## src/rtl/div_pkg.sv

```systemverilog
// Shared constants and types for the divide issue stage and its datapath.
// Latency: n/a (declarations only).
// Backpressure: n/a.
package div_pkg;

  localparam int WIDTH = 32;
  localparam int CNT_W = 6;

  // The divider raises resultReady at this count; it raises resetCounter one later.
  localparam logic [CNT_W-1:0] DONE_COUNT = 6'd32;
  localparam logic [CNT_W-1:0] OVER_COUNT = 6'd33;

  typedef enum logic [1:0] {
    IDLE = 2'd0,
    RUN  = 2'd1,
    ZERO = 2'd2
  } state_t;

  // Magnitude of a two's complement value. 0x80000000 maps to itself, which is
  // still the correct magnitude when read as unsigned.
  function automatic logic [WIDTH-1:0] abs_val(input logic [WIDTH-1:0] v);
    return v[WIDTH-1] ? (~v + WIDTH'(1)) : v;
  endfunction

endpackage

```

## src/rtl/div_counter.sv

```systemverilog
// Iteration counter that sequences the divider; clear wins over enable.
// Latency: count updates on the edge after en/clr are sampled.
// Backpressure: none; the sequencer FSM decides when to count.
//
// Ports:
//   i_clock   - clock
//   i_reset_n - asynchronous active-low reset, count -> 0
//   i_en      - increment by one this cycle
//   i_clr     - synchronous clear to 0 (priority over i_en)
//   o_count   - current count
module div_counter
  import div_pkg::*;
(
  input  logic             i_clock,
  input  logic             i_reset_n,
  input  logic             i_en,
  input  logic             i_clr,
  output logic [CNT_W-1:0] o_count
);

  logic [CNT_W-1:0] r_count;

  always_ff @(posedge i_clock or negedge i_reset_n) begin
    if (!i_reset_n) begin
      r_count <= '0;
    end else if (i_clr) begin
      r_count <= '0;
    end else if (i_en) begin
      r_count <= r_count + CNT_W'(1);
    end
  end

  assign o_count = r_count;

endmodule

```

## src/rtl/divider.sv

```systemverilog
// Iterative signed restoring divider, one quotient bit per count value.
// Latency: count 0 loads operands; quotient valid combinationally while count==32.
// Backpressure: none; the caller owns count and must hold operands stable at count 0.
//
// Ports:
//   clock         - clock
//   data_operandA - dividend (signed)
//   data_operandB - divisor (signed, non-zero)
//   count         - iteration index from the sequencer
//   result        - quotient, truncated toward zero, valid with resultReady
//   resultReady   - count == 32
//   resetCounter  - count == 33 (count overrun indication)
module divider
  import div_pkg::*;
(
  input  logic             clock,
  input  logic [WIDTH-1:0] data_operandA,
  input  logic [WIDTH-1:0] data_operandB,
  input  logic [CNT_W-1:0] count,
  output logic [WIDTH-1:0] result,
  output logic             resultReady,
  output logic             resetCounter
);

  logic [WIDTH-1:0] r_rem;
  logic [WIDTH-1:0] r_quo;
  logic [WIDTH-1:0] r_dvs;
  logic             r_neg;

  logic [WIDTH:0]   w_shift;
  logic             w_ge;
  logic [WIDTH-1:0] w_rem_nxt;
  logic [WIDTH-1:0] w_quo_nxt;

  // One restoring step: shift the next dividend bit into the partial
  // remainder and subtract the divisor if it fits.
  always_comb begin
    w_shift   = {r_rem, r_quo[WIDTH-1]};
    w_ge      = (w_shift >= {1'b0, r_dvs});
    w_rem_nxt = w_ge ? (w_shift[WIDTH-1:0] - r_dvs) : w_shift[WIDTH-1:0];
    w_quo_nxt = {r_quo[WIDTH-2:0], w_ge};
  end

  // Steps 1..31 are registered; the 32nd step is taken combinationally in the
  // count==32 cycle so the result is ready on that cycle's closing edge.
  always_ff @(posedge clock) begin
    if (count == '0) begin
      r_quo <= abs_val(data_operandA);
      r_dvs <= abs_val(data_operandB);
      r_rem <= '0;
      r_neg <= data_operandA[WIDTH-1] ^ data_operandB[WIDTH-1];
    end else if (count < DONE_COUNT) begin
      r_rem <= w_rem_nxt;
      r_quo <= w_quo_nxt;
    end
  end

  assign result       = r_neg ? (~w_quo_nxt + WIDTH'(1)) : w_quo_nxt;
  assign resultReady  = (count == DONE_COUNT);
  assign resetCounter = (count == OVER_COUNT);

endmodule

```

## src/rtl/div_sequencer.sv

```systemverilog
// Divide issue stage: latches a request, sequences the divider, returns a registered result.
// Latency: 33 edges from request edge to RDY cycle; 1 edge for divide-by-zero.
// Backpressure: busy stalls execute; requests seen outside IDLE are dropped, not queued.
//
// Ports:
//   clock          - clock, all state on rising edge
//   reset_n        - asynchronous active-low reset; discards any in-flight divide
//   ctrl_DIV       - one-cycle request pulse, sampled only in IDLE
//   data_operandA  - dividend (signed)
//   data_operandB  - divisor (signed)
//   data_result    - quotient, held until the next completion
//   data_exception - high with data_resultRDY when the divisor was zero
//   data_resultRDY - one-cycle completion pulse
//   busy           - high in RUN and ZERO
module div_sequencer
  import div_pkg::*;
(
  input  logic             clock,
  input  logic             reset_n,
  input  logic             ctrl_DIV,
  input  logic [WIDTH-1:0] data_operandA,
  input  logic [WIDTH-1:0] data_operandB,
  output logic [WIDTH-1:0] data_result,
  output logic             data_exception,
  output logic             data_resultRDY,
  output logic             busy
);

  state_t           r_state;
  state_t           w_state_nxt;

  logic [WIDTH-1:0] r_opa;
  logic [WIDTH-1:0] r_opb;
  logic [WIDTH-1:0] r_result;
  logic             r_exception;
  logic             r_rdy;

  logic             w_latch;
  logic             w_cnt_en;
  logic             w_cnt_clr;
  logic [WIDTH-1:0] w_result_nxt;
  logic             w_exception_nxt;
  logic             w_rdy_nxt;

  logic [CNT_W-1:0] w_count;
  logic [WIDTH-1:0] w_div_result;
  logic             w_div_ready;
  logic             w_reset_counter;

  div_counter u_counter (
    .i_clock   (clock),
    .i_reset_n (reset_n),
    .i_en      (w_cnt_en),
    // resetCounter can only fire if count overruns 32, which the FSM never
    // allows; folding it into the clear keeps the counter bounded regardless.
    .i_clr     (w_cnt_clr | w_reset_counter),
    .o_count   (w_count)
  );

  // The divider only ever sees the latched operands, so the execute stage may
  // change its operand buses freely while the divide is running.
  divider u_divider (
    .clock         (clock),
    .data_operandA (r_opa),
    .data_operandB (r_opb),
    .count         (w_count),
    .result        (w_div_result),
    .resultReady   (w_div_ready),
    .resetCounter  (w_reset_counter)
  );

  always_comb begin
    w_state_nxt     = r_state;
    w_latch         = 1'b0;
    w_cnt_en        = 1'b0;
    w_cnt_clr       = 1'b0;
    w_result_nxt    = r_result;
    w_exception_nxt = 1'b0;
    w_rdy_nxt       = 1'b0;

    case (r_state)
      IDLE: begin
        // Holding count at 0 means the first RUN cycle is the divider's load cycle.
        w_cnt_clr = 1'b1;
        if (ctrl_DIV) begin
          if (data_operandB != '0) begin
            w_latch     = 1'b1;
            w_state_nxt = RUN;
          end else begin
            w_state_nxt = ZERO;
          end
        end
      end

      RUN: begin
        w_cnt_en = 1'b1;
        if (w_div_ready) begin
          w_cnt_clr    = 1'b1;
          w_result_nxt = w_div_result;
          w_rdy_nxt    = 1'b1;
          w_state_nxt  = IDLE;
        end
      end

      ZERO: begin
        w_cnt_clr       = 1'b1;
        w_result_nxt    = '0;
        w_exception_nxt = 1'b1;
        w_rdy_nxt       = 1'b1;
        w_state_nxt     = IDLE;
      end

      default: begin
        w_cnt_clr   = 1'b1;
        w_state_nxt = IDLE;
      end
    endcase
  end

  always_ff @(posedge clock or negedge reset_n) begin
    if (!reset_n) begin
      r_state <= IDLE;
    end else begin
      r_state <= w_state_nxt;
    end
  end

  always_ff @(posedge clock or negedge reset_n) begin
    if (!reset_n) begin
      r_opa <= '0;
      r_opb <= '0;
    end else if (w_latch) begin
      r_opa <= data_operandA;
      r_opb <= data_operandB;
    end
  end

  // RDY and exception default low every cycle, so each completion gives a
  // single-cycle pulse; the quotient itself is held.
  always_ff @(posedge clock or negedge reset_n) begin
    if (!reset_n) begin
      r_result    <= '0;
      r_exception <= 1'b0;
      r_rdy       <= 1'b0;
    end else begin
      r_result    <= w_result_nxt;
      r_exception <= w_exception_nxt;
      r_rdy       <= w_rdy_nxt;
    end
  end

  assign data_result    = r_result;
  assign data_exception = r_exception;
  assign data_resultRDY = r_rdy;
  assign busy           = (r_state == RUN) || (r_state == ZERO);

endmodule

```

## config.mk

```make
export PLATFORM = sky130hd
export DESIGN_NAME = div_sequencer
export DESIGN_NICKNAME = d
export VERILOG_FILES = /design/src/rtl/div_pkg.sv /design/src/rtl/div_counter.sv /design/src/rtl/divider.sv /design/src/rtl/div_sequencer.sv
export SDC_FILE = /design/constraint.sdc
export NUM_CORES = 1
export LEC_CHECK = 0
export CORE_ASPECT_RATIO = 1.25
export CORE_MARGIN = 2
export CORE_UTILIZATION = 40
export CTS_CLUSTER_SIZE = 20
export DETAILED_ROUTE_END_ITERATION = 8
export SYNTH_ARGS = -nofsm -noshare
export SYNTH_HDL_FRONTEND = slang
export SYNTH_HIERARCHICAL = 1
export SYNTH_SLANG_ARGS = --single-unit
```

## constraint.sdc

```tcl
create_clock -name clock -period 6.19 [get_ports clock]
set_input_delay 1.238 -clock clock [delete_from_list [all_inputs] [get_ports clock]]
set_output_delay 1.238 -clock clock [all_outputs]
set_load 0.01 [all_outputs]
```

==> out/results.txt <==
Worst path cell trace -> inv_1 -> ha_1 -> a21oi_1 -> o21ai_0 -> a221oi_1 -> o211ai_1 -> nand3_1 -> nand2_2 -> inv_1 -> ha_1 -> nand2_1 -> or4_4 -> o41ai_1 -> xnor2_1 -> nand2b_1 -> o21ai_0
FF+latch count, synth -> 203
Slew @ Worst Pin -> 1.126 ns
Crit path required time -> 6.62 ns
Switching power -> 2507 uW
Pwr dens -> 480.4 mW/mm^2
HP Start -> data_result[1]
Final setup fails -> 0
Pint -> 4145 uW
Row cnt -> 70
Clock Path Buffers -> 3
Crit end category -> register
Number of max-cap violations -> 0
Worst reg-to-reg path cell count -> 16
Synth Area in Compound Gates -> 15.25%
Clock power frac -> 20.4%
Boundary pin count -> 102
TritonCTS buffer count -> 22
Post-Syn Area per Cell -> 9.830 sq um
Total Wirelength -> 27600 um
ANT nets after route -> 0
Count leader, synth -> nand2_1
Post-cts gate resize count -> 0
Slowest cell on crit path -> or4_4
Setup Buffers After CTS -> 0
Synth Area in Adders -> 4.310%
Leak pwr -> 0.005528 uW
Worst Hold End -> data_result[1]
GRT Total Usage -> 18.14%
DRC marker count from the first detailed-route iteration -> 529
Initial antenna violation count -> 0
Port Buffers -> 101
Fin nets -> 1384
Tcrit/Tclk final -> 73.11%
Max Transition Viols Final -> 0
Synth top area share -> 22.51%
Peak VDD IR -> 0.0002434 V
Share of cells above drive strength 1 -> 9.590%
Synth Area in XOR/XNOR -> 8.471%
F_max -> 221.0 MHz
CP max stage delay -> 0.57 ns
Fill cell count -> 2789
R2r setup slk -> 1.66 ns
Clock skew -> 0.01268 ns
Worst flop-to-flop path endpoint -> data_result[24]
Reg power frac -> 40.1%
Arrival time worst endpoint -> 4.96 ns
Mean routed wirelength per cell -> 16.34 um
Skew-Pair Late Insertion Delay -> 0.52 ns
Top cell family by delay on the critical path -> compound AO/OA/AOI/OAI gates
Launch point of the worst reg-to-reg path -> u_divider/r_dvs[10]
Pin count of the biggest net entering global routing -> 104
Sink Count -> 203
Sequential fraction of the synthesis area -> 44.50%
Mux contribution to synthesized area -> 7.728%
Worst-path fanout max -> 16
Area Growth Syn to Fin -> 17.46%
Synth async-reset ratio -> 52.22%
Fin area -> 0.01384 sq mm
Dpl cell area -> 0.01309 sq mm
CP startpoint kind -> register
Top post-synthesis cells by area -> dfrtp_1, edfxtp_1, xnor2_1
Grt ovf -> 0
Area occupied by multi-input gates -> 0.006076 sq mm
Kind of critical path -> reg -> reg
Vias in the first global route -> 8630
Ys flop type -> dfrtp_1
CTS Root Cell -> clkbuf_16
Hold buffers post-CTS -> 0
DP HPWL -> 19930 um
Die width -> 157.5 um
H-Tree Depth -> 1
Clock Pin Slew Worst Setup and Hold Paths -> 0.06 ns
Total number of vias -> 8926
First-pass GRT wire length -> 45480 um
Initial Utilization -> 40.41%
Share of power burned in combinational logic -> 39.5%
Hold path depth -> 2
Fin. Hold Viols -> 0
Die area -> 0.03086 sq mm
Synth Area in Simple Gates -> 15.76%
Slew Limit Headroom -> 24.93%
Mapped Area -> 0.01179 sq mm
Sum of negative setup slack -> 0 ns
Status -> completed
Number of synthesized flops with an enable pin -> 65
Worst path bufs/invs -> 2
Register area -> 0.005245 sq mm
Main combinational cell family by area after synthesis -> simple AND/OR/NAND/NOR gates
Number of distinct library cells after synthesis -> 72
ANT cells -> 0
Final GP Congestion -> 0.8783
Switching Fraction -> 37.69%
Core Area -> 0.02917 sq mm
Synth Instances -> 1199
Final min period -> 4.525 ns
Hold WC Path Type -> reg -> reg
# DRC -> 0
Post-synth top area cell -> dfrtp_1
Initial DRT Pass Iterations -> 5
Vias per cell -> 5.285
Die Y -> 195.9 um
RSZ-0062 raised after global routing -> false
TritonCTS clock tree -> built
Commonest cells in the netlist -> nand2_1, dfrtp_1, o21ai_0
Yosys warning count -> 6
Syn_nets -> 1306
## cell families after synthesis
group	after synthesis
AO/OA/AOI/OAI	281
XOR/XNOR	114
adder cells (fa/ha/maj)	40
buffers and inverters	110
flip-flops	203
multiplexers	83
AND/OR/NAND/NOR	368
## worst max path at each step
stage                              from  depth (start not counted)         endpoint
global route        u_divider/r_dvs[10]                         16  data_result[24]
global placement    u_divider/r_dvs[10]                         16  data_result[24]
finish              u_divider/r_dvs[10]                         16  data_result[24]
floorplan            u_divider/r_dvs[8]                         18  data_result[24]
CTS                 u_divider/r_dvs[10]                         16  data_result[24]
detailed placement  u_divider/r_dvs[10]                         16  data_result[24]
## stage by stage
step | hold WS (ns) | worst slack (ns) | util, % | cells | total power (uW)
detailed placement | 0.4700 | 1.655 | 44.87 | 1649 | 5314
global placement | 0.4625 | 1.768 | 44.87 | 1649 | 5258
finish | 0.4748 | 1.665 | 47.47 | 1689 | 6651
CTS | 0.4850 | 1.653 | 47.47 | 1689 | 6705
floorplan | 0.4482 | 2.422 | - | 1199 | 4451
global route | 0.5158 | 1.294 | 47.47 | 1689 | 7158
## placed cells by master (no fill, tap or decap), drive strengths merged, types with 39 or more instances in the layout
master         instances
dfrtp                106
mux2                  64
edfxtp                65
a21oi                 71
xnor2                 77
inv                   56
nand2b                43
o21ai                 94
clkdlybuf4s50        100
ha                    39
nor2                  72
nand2                125
## power by group through the flow
stage | logic (uW) | registers (uW) | clock network (uW)
floorplan | 1950 | 2500 | 0
global placement | 2590 | 2670 | 0
detailed placement | 2620 | 2690 | 0
CTS | 2640 | 2670 | 1400
global route | 2940 | 2770 | 1450
finish | 2630 | 2670 | 1360
## per-layer routing
metal | global-route usage, % | part of all wire [%] | up-vias
met5 | 0 | 0 | -
met4 | 4.882 | 2.2 | 0
met3 | 1.833 | 4.2 | 37
met2 | 27.62 | 44 | 197
met1 | 27.46 | 50 | 4234
li1 | - | - | 4458
## worst register-to-register path, cell delays in order, from the launching register on
cell,delay [ns]
edfxtp_1,0.32
inv_1,0.04
ha_1,0.36
a21oi_1,0.22
o21ai_0,0.13
a221oi_1,0.47
o211ai_1,0.25
nand3_1,0.29
nand2_2,0.08
inv_1,0.53
ha_1,0.33
nand2_1,0.16
or4_4,0.57
o41ai_1,0.32
xnor2_1,0.17
nand2b_1,0.07
o21ai_0,0.13
## cell type report
type                    instances  area share [%]
inverters                      56           1.518
well taps                     396           3.579
clock buffers                  33           4.971
clock inverters                 7          0.4971
flip-flops and latches        203           37.89
multi-input cells             886           43.89
repair buffers                108           7.664
## state kept, by name (all words and copies together) (netlist names)
name	flops
u_divider/r_quo	32
data_result	32
u_divider/r_dvs	32
r_opb	32
r_opa	32
u_divider/r_rem	32
r_state	2
data_exception	1
u_counter/o_count	6
u_divider/r_neg	1
data_resultRDY	1
No activity file was read; power rests on OpenSTA's default activity.
